File: src/rtl/cpu_ctrl_pkg.sv
// cpu_ctrl_pkg
// Shared definitions for the LEGv8 multi-cycle control unit: sequencer
// state encoding, instruction class enum, opcode match/mask constants,
// ALUSrc/ALUOp codes, fault codes and the control bundle type together
// with the function that maps (state, class) onto that bundle.
package cpu_ctrl_pkg;

  typedef enum logic [2:0] {
    S_FETCH  = 3'd0,
    S_DECODE = 3'd1,
    S_EXEC   = 3'd2,
    S_MEM    = 3'd3,
    S_WB     = 3'd4,
    S_HALT   = 3'd5
  } state_t;

  // CLS_ILLEGAL is the all-zero value so a cleared class register reads as illegal.
  typedef enum logic [2:0] {
    CLS_ILLEGAL = 3'd0,
    CLS_RTYPE   = 3'd1,
    CLS_ITYPE   = 3'd2,
    CLS_LOAD    = 3'd3,
    CLS_STORE   = 3'd4,
    CLS_CBZ     = 3'd5,
    CLS_CBNZ    = 3'd6,
    CLS_UNCOND  = 3'd7
  } op_class_t;

  typedef enum logic [1:0] {
    FAULT_NONE    = 2'b00,
    FAULT_ILLEGAL = 2'b01,
    FAULT_TIMEOUT = 2'b10
  } fault_t;

  localparam logic [1:0] ALUSRC_REG   = 2'b00;
  localparam logic [1:0] ALUSRC_SEXT  = 2'b01;
  localparam logic [1:0] ALUSRC_IMM12 = 2'b10;

  localparam logic [1:0] ALUOP_ADD    = 2'b00;
  localparam logic [1:0] ALUOP_BRANCH = 2'b01;
  localparam logic [1:0] ALUOP_FUNC   = 2'b10;

  // Opcode match values; a mask bit of 0 marks a don't-care position.
  localparam logic [10:0] MASK_ALL  = 11'h7FF;
  localparam logic [10:0] OP_ADD    = 11'h458;
  localparam logic [10:0] OP_SUB    = 11'h658;
  localparam logic [10:0] OP_AND    = 11'h450;
  localparam logic [10:0] OP_ORR    = 11'h550;
  localparam logic [10:0] OP_ADDI   = 11'h488;
  localparam logic [10:0] OP_SUBI   = 11'h688;
  localparam logic [10:0] MASK_IMM  = 11'h7FE;
  localparam logic [10:0] OP_MOVZ   = 11'h694;
  localparam logic [10:0] MASK_MOVZ = 11'h7FC;
  localparam logic [10:0] OP_LDUR   = 11'h7C2;
  localparam logic [10:0] OP_STUR   = 11'h7C0;
  localparam logic [10:0] OP_CBZ    = 11'h5A0;
  localparam logic [10:0] OP_CBNZ   = 11'h5A8;
  localparam logic [10:0] MASK_CB   = 11'h7F8;
  localparam logic [10:0] OP_B      = 11'h0A0;
  localparam logic [10:0] MASK_B    = 11'h7E0;

  typedef struct packed {
    logic       mem_req;
    logic       pc_write;
    logic [1:0] alu_src;
    logic [1:0] alu_op;
    logic       b;
    logic       bz;
    logic       bnz;
    logic       mem_read;
    logic       mem_write;
    logic       mem_to_reg;
    logic       reg_write;
  } ctrl_t;

  function automatic logic is_branch(input op_class_t c);
    return (c == CLS_CBZ) || (c == CLS_CBNZ) || (c == CLS_UNCOND);
  endfunction

  // Control bundle presented while the sequencer sits in state s with class c.
  // The ack-dependent IRWrite and store PCWrite are added by the top level.
  function automatic ctrl_t ctrl_for(input state_t s, input op_class_t c);
    ctrl_t ctl;
    ctl = '0;
    if ((s == S_EXEC) || (s == S_MEM) || (s == S_WB)) begin
      case (c)
        CLS_RTYPE: begin
          ctl.alu_src = ALUSRC_REG;
          ctl.alu_op  = ALUOP_FUNC;
        end
        CLS_ITYPE: begin
          ctl.alu_src = ALUSRC_IMM12;
          ctl.alu_op  = ALUOP_FUNC;
        end
        CLS_LOAD, CLS_STORE: begin
          ctl.alu_src = ALUSRC_SEXT;
          ctl.alu_op  = ALUOP_ADD;
        end
        CLS_CBZ, CLS_CBNZ, CLS_UNCOND: begin
          ctl.alu_src = ALUSRC_REG;
          ctl.alu_op  = ALUOP_BRANCH;
        end
        default: ;
      endcase
    end
    case (s)
      S_FETCH: begin
        ctl.mem_req  = 1'b1;
        ctl.mem_read = 1'b1;
      end
      S_EXEC: begin
        ctl.b        = (c == CLS_UNCOND);
        ctl.bz       = (c == CLS_CBZ);
        ctl.bnz      = (c == CLS_CBNZ);
        ctl.pc_write = is_branch(c);
      end
      S_MEM: begin
        ctl.mem_req   = 1'b1;
        ctl.mem_read  = (c == CLS_LOAD);
        ctl.mem_write = (c == CLS_STORE);
      end
      S_WB: begin
        ctl.reg_write  = 1'b1;
        ctl.pc_write   = 1'b1;
        ctl.mem_to_reg = (c == CLS_LOAD);
      end
      default: ;
    endcase
    return ctl;
  endfunction

endpackage

File: src/rtl/multicycle_control_if.sv
// multicycle_control_if
// Bundle between the multi-cycle control unit and the LEGv8 datapath/memory.
//   Opcode   : Instruction[31:21] from the IR input
//   mem_ack  : memory completion
//   mem_req  : memory request (fetch or data access)
//   IRWrite, PCWrite, ALUSrc, ALUOp, B, BZ, BNZ,
//   MemRead, MemWrite, MemtoReg, RegWrite : datapath controls
// master = control unit, slave = datapath side.
interface multicycle_control_if;
  logic [10:0] Opcode;
  logic        mem_ack;
  logic        mem_req;
  logic        IRWrite;
  logic        PCWrite;
  logic [1:0]  ALUSrc;
  logic [1:0]  ALUOp;
  logic        B;
  logic        BZ;
  logic        BNZ;
  logic        MemRead;
  logic        MemWrite;
  logic        MemtoReg;
  logic        RegWrite;

  modport master (
    input  Opcode, mem_ack,
    output mem_req, IRWrite, PCWrite, ALUSrc, ALUOp, B, BZ, BNZ,
           MemRead, MemWrite, MemtoReg, RegWrite
  );

  modport slave (
    output Opcode, mem_ack,
    input  mem_req, IRWrite, PCWrite, ALUSrc, ALUOp, B, BZ, BNZ,
           MemRead, MemWrite, MemtoReg, RegWrite
  );
endinterface

File: src/rtl/opcode_class_decode.sv
// opcode_class_decode
// Purely combinational classifier: 11-bit LEGv8 opcode -> instruction class.
//   opcode   in  11 : Instruction[31:21]
//   op_class out  3 : class, CLS_ILLEGAL when no pattern matches
module opcode_class_decode
  import cpu_ctrl_pkg::*;
(
  input  logic [10:0] opcode,
  output op_class_t   op_class
);

  function automatic logic hit(input logic [10:0] op, input logic [10:0] match,
                               input logic [10:0] mask);
    return (op & mask) == match;
  endfunction

  // Patterns never overlap, so the priority order below is irrelevant.
  always_comb begin
    op_class = CLS_ILLEGAL;
    if (hit(opcode, OP_ADD, MASK_ALL) || hit(opcode, OP_SUB, MASK_ALL) ||
        hit(opcode, OP_AND, MASK_ALL) || hit(opcode, OP_ORR, MASK_ALL))
      op_class = CLS_RTYPE;
    else if (hit(opcode, OP_ADDI, MASK_IMM) || hit(opcode, OP_SUBI, MASK_IMM) ||
             hit(opcode, OP_MOVZ, MASK_MOVZ))
      op_class = CLS_ITYPE;
    else if (hit(opcode, OP_LDUR, MASK_ALL))
      op_class = CLS_LOAD;
    else if (hit(opcode, OP_STUR, MASK_ALL))
      op_class = CLS_STORE;
    else if (hit(opcode, OP_CBZ, MASK_CB))
      op_class = CLS_CBZ;
    else if (hit(opcode, OP_CBNZ, MASK_CB))
      op_class = CLS_CBNZ;
    else if (hit(opcode, OP_B, MASK_B))
      op_class = CLS_UNCOND;
  end

endmodule

File: src/rtl/multicycle_control.sv
// multicycle_control
// Multi-cycle FETCH/DECODE/EXEC/MEM/WB sequencer for the LEGv8 datapath.
//   clk         in          : clock
//   reset       in          : synchronous, active-high
//   bus         master      : opcode/ack in, memory request and datapath controls out
//   state       out 3       : current sequencer state (debug)
//   halted      out 1       : sticky fault flag, cleared only by reset
//   fault_code  out 2       : 00 none, 01 illegal opcode, 10 memory timeout
//   instr_count out CNT_W   : retired instructions, wraps
module multicycle_control
  import cpu_ctrl_pkg::*;
#(
  parameter int TIMEOUT = 15,
  parameter int CNT_W   = 32
) (
  input  logic                  clk,
  input  logic                  reset,
  multicycle_control_if.master  bus,
  output logic [2:0]            state,
  output logic                  halted,
  output logic [1:0]            fault_code,
  output logic [CNT_W-1:0]      instr_count
);

  localparam int WAIT_W = $clog2(TIMEOUT + 1);

  state_t             state_q;
  op_class_t          cls_q;
  op_class_t          cls_dec;
  ctrl_t              ctrl_q;
  fault_t             fault_q;
  logic               halted_q;
  logic [WAIT_W-1:0]  wait_q;
  logic [CNT_W-1:0]   count_q;

  logic acked;
  logic waiting;
  logic timed_out;
  logic store_ack;

  opcode_class_decode u_decode (
    .opcode   (bus.Opcode),
    .op_class (cls_dec)
  );

  // An ack only counts while a request is actually being presented; this also
  // ignores acks in the idle cycle straight after reset, where mem_req is still 0.
  assign acked     = ctrl_q.mem_req & bus.mem_ack;
  assign waiting   = ctrl_q.mem_req & ~bus.mem_ack;
  assign timed_out = waiting & (wait_q == WAIT_W'(TIMEOUT - 1));
  assign store_ack = (state_q == S_MEM) & (cls_q == CLS_STORE) & acked;

  // One-process sequencer. Controls are registered as the bundle of the state
  // being entered, so they line up with state_q and are all 0 right after reset.
  always_ff @(posedge clk) begin
    if (reset) begin
      state_q  <= S_FETCH;
      cls_q    <= CLS_ILLEGAL;
      ctrl_q   <= '0;
      fault_q  <= FAULT_NONE;
      halted_q <= 1'b0;
      wait_q   <= '0;
      count_q  <= '0;
    end else begin
      if (waiting) wait_q <= wait_q + WAIT_W'(1);
      case (state_q)
        S_FETCH: begin
          if (acked) begin
            state_q <= S_DECODE;
            cls_q   <= cls_dec;
            ctrl_q  <= ctrl_for(S_DECODE, cls_dec);
          end else if (timed_out) begin
            state_q  <= S_HALT;
            ctrl_q   <= '0;
            halted_q <= 1'b1;
            fault_q  <= FAULT_TIMEOUT;
          end else begin
            ctrl_q <= ctrl_for(S_FETCH, cls_q);
          end
        end
        S_DECODE: begin
          if (cls_q == CLS_ILLEGAL) begin
            state_q  <= S_HALT;
            ctrl_q   <= '0;
            halted_q <= 1'b1;
            fault_q  <= FAULT_ILLEGAL;
          end else begin
            state_q <= S_EXEC;
            ctrl_q  <= ctrl_for(S_EXEC, cls_q);
          end
        end
        S_EXEC: begin
          if (is_branch(cls_q)) begin
            state_q <= S_FETCH;
            ctrl_q  <= ctrl_for(S_FETCH, cls_q);
            wait_q  <= '0;
            count_q <= count_q + CNT_W'(1);
          end else if ((cls_q == CLS_LOAD) || (cls_q == CLS_STORE)) begin
            state_q <= S_MEM;
            ctrl_q  <= ctrl_for(S_MEM, cls_q);
            wait_q  <= '0;
          end else begin
            state_q <= S_WB;
            ctrl_q  <= ctrl_for(S_WB, cls_q);
          end
        end
        S_MEM: begin
          if (acked) begin
            if (cls_q == CLS_LOAD) begin
              state_q <= S_WB;
              ctrl_q  <= ctrl_for(S_WB, cls_q);
            end else begin
              state_q <= S_FETCH;
              ctrl_q  <= ctrl_for(S_FETCH, cls_q);
              wait_q  <= '0;
              count_q <= count_q + CNT_W'(1);
            end
          end else if (timed_out) begin
            state_q  <= S_HALT;
            ctrl_q   <= '0;
            halted_q <= 1'b1;
            fault_q  <= FAULT_TIMEOUT;
          end
        end
        S_WB: begin
          state_q <= S_FETCH;
          ctrl_q  <= ctrl_for(S_FETCH, cls_q);
          wait_q  <= '0;
          count_q <= count_q + CNT_W'(1);
        end
        S_HALT: begin
          ctrl_q <= '0;
        end
        default: begin
          state_q  <= S_HALT;
          ctrl_q   <= '0;
          halted_q <= 1'b1;
        end
      endcase
    end
  end

  // IRWrite and the store's PC update are the only outputs that follow mem_ack
  // combinationally: both must happen in the ack cycle itself, which is the
  // last cycle of the state, so the PC is written exactly once per store.
  assign bus.mem_req  = ctrl_q.mem_req;
  assign bus.IRWrite  = (state_q == S_FETCH) & acked;
  assign bus.PCWrite  = ctrl_q.pc_write | store_ack;
  assign bus.ALUSrc   = ctrl_q.alu_src;
  assign bus.ALUOp    = ctrl_q.alu_op;
  assign bus.B        = ctrl_q.b;
  assign bus.BZ       = ctrl_q.bz;
  assign bus.BNZ      = ctrl_q.bnz;
  assign bus.MemRead  = ctrl_q.mem_read;
  assign bus.MemWrite = ctrl_q.mem_write;
  assign bus.MemtoReg = ctrl_q.mem_to_reg;
  assign bus.RegWrite = ctrl_q.reg_write;

  assign state       = state_q;
  assign halted      = halted_q;
  assign fault_code  = fault_q;
  assign instr_count = count_q;

endmodule
File: src/flat_wrapper.sv
// flat-port wrapper written by rule: the top's interface ports become plain ports
module multicycle_control_flat import cpu_ctrl_pkg::*;
#(
  parameter int TIMEOUT = 15,
  parameter int CNT_W   = 32
)
  (clk, reset, state, halted, fault_code, instr_count, bus_Opcode, bus_mem_ack, bus_mem_req, bus_IRWrite, bus_PCWrite, bus_ALUSrc, bus_ALUOp, bus_B, bus_BZ, bus_BNZ, bus_MemRead, bus_MemWrite, bus_MemtoReg, bus_RegWrite);
  multicycle_control_if bus_i ();
  input  logic clk;
  input  logic reset;
  output logic [2:0] state;
  output logic halted;
  output logic [1:0] fault_code;
  output logic [CNT_W-1:0] instr_count;
  input wire logic [$bits(bus_i.Opcode)-1:0] bus_Opcode;
  input wire logic [$bits(bus_i.mem_ack)-1:0] bus_mem_ack;
  output wire logic [$bits(bus_i.mem_req)-1:0] bus_mem_req;
  output wire logic [$bits(bus_i.IRWrite)-1:0] bus_IRWrite;
  output wire logic [$bits(bus_i.PCWrite)-1:0] bus_PCWrite;
  output wire logic [$bits(bus_i.ALUSrc)-1:0] bus_ALUSrc;
  output wire logic [$bits(bus_i.ALUOp)-1:0] bus_ALUOp;
  output wire logic [$bits(bus_i.B)-1:0] bus_B;
  output wire logic [$bits(bus_i.BZ)-1:0] bus_BZ;
  output wire logic [$bits(bus_i.BNZ)-1:0] bus_BNZ;
  output wire logic [$bits(bus_i.MemRead)-1:0] bus_MemRead;
  output wire logic [$bits(bus_i.MemWrite)-1:0] bus_MemWrite;
  output wire logic [$bits(bus_i.MemtoReg)-1:0] bus_MemtoReg;
  output wire logic [$bits(bus_i.RegWrite)-1:0] bus_RegWrite;
  assign bus_i.Opcode = bus_Opcode;
  assign bus_i.mem_ack = bus_mem_ack;
  assign bus_mem_req = bus_i.mem_req;
  assign bus_IRWrite = bus_i.IRWrite;
  assign bus_PCWrite = bus_i.PCWrite;
  assign bus_ALUSrc = bus_i.ALUSrc;
  assign bus_ALUOp = bus_i.ALUOp;
  assign bus_B = bus_i.B;
  assign bus_BZ = bus_i.BZ;
  assign bus_BNZ = bus_i.BNZ;
  assign bus_MemRead = bus_i.MemRead;
  assign bus_MemWrite = bus_i.MemWrite;
  assign bus_MemtoReg = bus_i.MemtoReg;
  assign bus_RegWrite = bus_i.RegWrite;
  multicycle_control #(.TIMEOUT(TIMEOUT), .CNT_W(CNT_W)) u_core (.clk(clk), .reset(reset), .bus(bus_i), .state(state), .halted(halted), .fault_code(fault_code), .instr_count(instr_count));
endmodule
File: config.mk
export PLATFORM = sky130hd
export DESIGN_NAME = multicycle_control_flat
export DESIGN_NICKNAME = d
export VERILOG_FILES = /design/src/rtl/cpu_ctrl_pkg.sv /design/src/rtl/multicycle_control_if.sv /design/src/rtl/opcode_class_decode.sv /design/src/rtl/multicycle_control.sv /design/src/flat_wrapper.sv
export SDC_FILE = /design/constraint.sdc
export NUM_CORES = 1
export LEC_CHECK = 0
export CAP_MARGIN = 25
export CORE_UTILIZATION = 35
export DETAILED_ROUTE_END_ITERATION = 10
export PLACE_DENSITY = 0.7
export SYNTH_ARGS = -nofsm -noshare
export SYNTH_HDL_FRONTEND = slang
export SYNTH_SLANG_ARGS = --single-unit
export TNS_END_PERCENT = 1
File: constraint.sdc
create_clock -name clk -period 1.9 [get_ports clk]
set_input_delay 0.38 -clock clk [delete_from_list [all_inputs] [get_ports clk]]
set_output_delay 0.38 -clock clk [all_outputs]
set_load 0.02 [all_outputs]
==> summary.txt <==
Synthesis
  • Synth unique cells: 56
  • Syn_nets: 393
  • Seq cells post-synth: between 50 and 60
  • Post-synth EDFFs: 0
  • Post-synth ARST share: 0%
  • Yosys Warn Count: 0
  • Post-Synthesis Cells: between 300 and 400
  • Synthesized area: approximately 3100 sq um
  • Post-synth top flop: dfxtp_1
  • Syn avg cell area: slightly above 8 sq um
  • Seq/Total Area, Yosys: between 30% and 40%

STA
  • WHS: around 0.46 ns
  • Clk_skew: a little under 0.01 ns
  • RSZ-0062 raised after global routing: true
  • Final setup viols: 2
  • Fin crit share: 105%
  • Fmax: approximately 500 MHz
  • Worst Slack Setup Final: -0.0868 ns
  • Slew Limit Fails: 0
  • Worst Max-Slew Pin Slew: about 0.44 ns
  • Period minus WS final: about 2.0 ns
  • Max-slew headroom: a little over two thirds
  • Hold Fails Final Rpt: 0
  • Final setup TNS: -0.145 ns

Worst setup path
  • Startpoint types: flop
  • Crit. End Element: flop
  • Max incr delay on CP: ~0.52 ns
  • Crit path max fanout: 4
  • CP arrival: approximately 2.3 ns
  • Crit path cell chain: ha_4 > and4_4 > nand4_1 > or3_4 > or4b_4 > a21oi_2
  • R2R depth: 6
  • Worst EP required: between 2 and 2.5 ns
  • CP Class: flop to flop
  • CP max stage cell: or4b_4

Floorplanning
  • Die width: around 96 microns
  • Starting Density: 37.0%
  • Die Ht: 96.2 microns
  • Top Ports: between 60 and 70
  • Core area: between 8000 and 9000 sq um
  • Full die area: roughly 9000 sq um
  • Cell row count: 33

Clock network
  • Clk slew on worst S/H paths: 0.07 ns
  • Num CTS Buffers: 9
  • CTS tree: done
  • Sink Count: just under 60
  • H-tree depth: 3
  • CTS max path bufs: 2
  • Root buf cell: clkbuf_8
  • Clk Latency, worst-skew pair: between 0.3 and 0.4 ns
  • Hold Buf Count CTS: 0

Final layout
  • Area grow syn2layout: 56.4%
  • # fillers: 750
  • Diode count: 0
  • Finished Cell Area: between 4000 and 5000 sq um
  • Most frequent cells in the layout: 74 x buf_4, 57 x clkdlybuf4s50_1, 53 x nor2_1
  • Final #Nets: 519
  • Multi-input logic area: approximately 2000 sq um
  • Reg area: between 1000 and 1500 sq um
  • Share of cells above drive strength 1: between 30% and 40%
  • Fin util: 57.9%
  • Commonest non-fill, non-tap cell in the layout: buf_4

Drt
  • Detailed Route Iter0 Violations: about 210
  • Routed wire per std cell: roughly 15 microns
  • Total vias in the final route: around 3300
  • Final wirelength: between 9000 and 10000 microns
  • Drt pass-1 iters: 4
  • Remaining antenna violation count: 0
  • Drt drc: 0
  • Vias per inst: between 5 and 6

Outcome
  • Status: complete, but fails checks
  • Failing checks: setup timing

GRT
  • Number of global-route vias before repair: approximately 3200
  • Total track usage: between 20 and 25%
  • First-pass GRT wire length: about 15000 microns
  • Initial antenna violation count: 0
  • Largest net degree at the start of global routing: 25
  • Total global routing overflow: 0

Pwr
  • Power Dens Cells: about 640 nW/um^2
  • Max IR drop VDD: 323 uV
  • Leak Pwr: 0.00171 uW

Place
  • GPL Wtd Cong: ~0.90
  • Post-DP HPWL: between 6000 and 7000 microns
  • DP Area: ~4400 sq um
  • # port buffers: 65

Min path
  • Worst hold path type: primary input to flop
  • WHS Path Cells: 2

Job
  • Max cap viols: 0
## metal layers
metal	GRT usage (%)	share of wire, %	vias to the layer above
met5	0	0	-
met4	8.83	1.9	0
met3	3.16	3.8	16
met2	32.9	47	85
met1	27.6	48	1581
li1	-	-	1624
## worst max-delay path, delay by kind of cell (launching register included)
kind	cells	cell delay (ns)
fa+ha+maj	1	0.14
flops	1	0.36
compound gates	1	0.11
simple gates	4	1.31
## sequential cells by signal, summed over array words and instances, names as in the netlist, 2 cells and up
name	flops
u_core.cls_q	3
u_core.bus.ALUSrc	2
u_core.instr_count	32
u_core.fault_code	2
u_core.state	3
u_core.bus.ALUOp	2
u_core.wait_q	4
## layout make-up
cell class / count / share of cell area [%]
multi-input cells: 282 / 41.5
repair buffers: 141 / 25.6
flip-flops and latches: 58 / 24.5
clock buffers: 10 / 3.07
well taps: 105 / 2.71
clock inverters: 6 / 1.80
inverters: 10 / 0.773
## timing repair
item | CTS | global route
resized for setup | 28 | 23
pin swaps | 1 | 7
endpoints found under the setup margin | 28 | 27
setup buffers | 0 | 1
## cells in the mapped netlist (all sizes together) (3+ instances only)
master | n | area share, %
a211oi | 8 | 1.9
a21oi | 33 | 5.3
a32oi | 4 | 1.1
nand3b | 3 | 0.73
o21ai | 13 | 2.1
a2111oi | 11 | 3.8
nor2b | 7 | 1.4
or4 | 5 | 1.3
nand2b | 9 | 1.8
a31o | 4 | 1.1
buf | 7 | 1.5
nor2 | 53 | 6.4
a22oi | 3 | 0.73
and3 | 5 | 1.2
dfxtp | 58 | 37
o31ai | 3 | 0.73
inv | 10 | 1.2
xor2 | 4 | 1.1
or3 | 5 | 1.2
and4 | 3 | 0.93
clkbuf | 19 | 2.3
nor3b | 4 | 0.97
nand3 | 8 | 1.3
a31oi | 4 | 0.81
ha | 3 | 1.2
nand4 | 13 | 3.1
nor3 | 8 | 1.3
xnor2 | 21 | 5.9
nand2 | 22 | 2.7
## metrics by stage
| stage | total power [uW] | instances | worst slack [ns] |
|---|---|---|---|
| finish | 3090 | 612 | -0.0868 |
| global route | 3210 | 612 | -0.154 |
| CTS | 3090 | 611 | -0.0621 |
| detailed placement | 1740 | 595 | -0.609 |
| global placement | 1740 | 595 | -0.614 |
| floorplan | 1530 | 376 | -0.186 |
## path summary, 6_finish.rpt
check	slack (ns)	startpoint	end
setup / recovery	-0.09	u_core.instr_count[1]$_SDFFE_PP0P_	u_core.instr_count[28]$_SDFFE_PP0P_
hold / removal	0.46	reset	u_core.instr_count[18]$_SDFFE_PP0P_
setup reg to reg	-0.09	u_core.instr_count[1]$_SDFFE_PP0P_	u_core.instr_count[28]$_SDFFE_PP0P_
hold reg to reg	0.46	u_core.bus.ALUSrc[0]$_SDFFE_PP0P_	u_core.bus.ALUSrc[0]$_SDFFE_PP0P_
## cells by family (layout without fill, tap and decap cells)
| kind of cell | Yosys count | after routing | share of synthesized area (%) |
|---|---|---|---|
| AOI/OAI and AO/OA | 95 | 95 | 21.0 |
| xor gates and xnor gates | 25 | 25 | 7.05 |
| adders and majority gates | 3 | 3 | 1.21 |
| buffers and inverters | 36 | 167 | 5.04 |
| DFF | 58 | 58 | 37.4 |
| muxes | 3 | 3 | 1.05 |
| and+or+nand+nor | 156 | 156 | 27.2 |
## report_power, final
| part | switching (uW) | total, uW | internal [uW] |
|---|---|---|---|
| logic | 259 | 479 | 220 |
| registers | 26.6 | 1270 | 1240 |
| clock network | 524 | 1340 | 815 |
No activity file was read; power rests on OpenSTA's default activity.
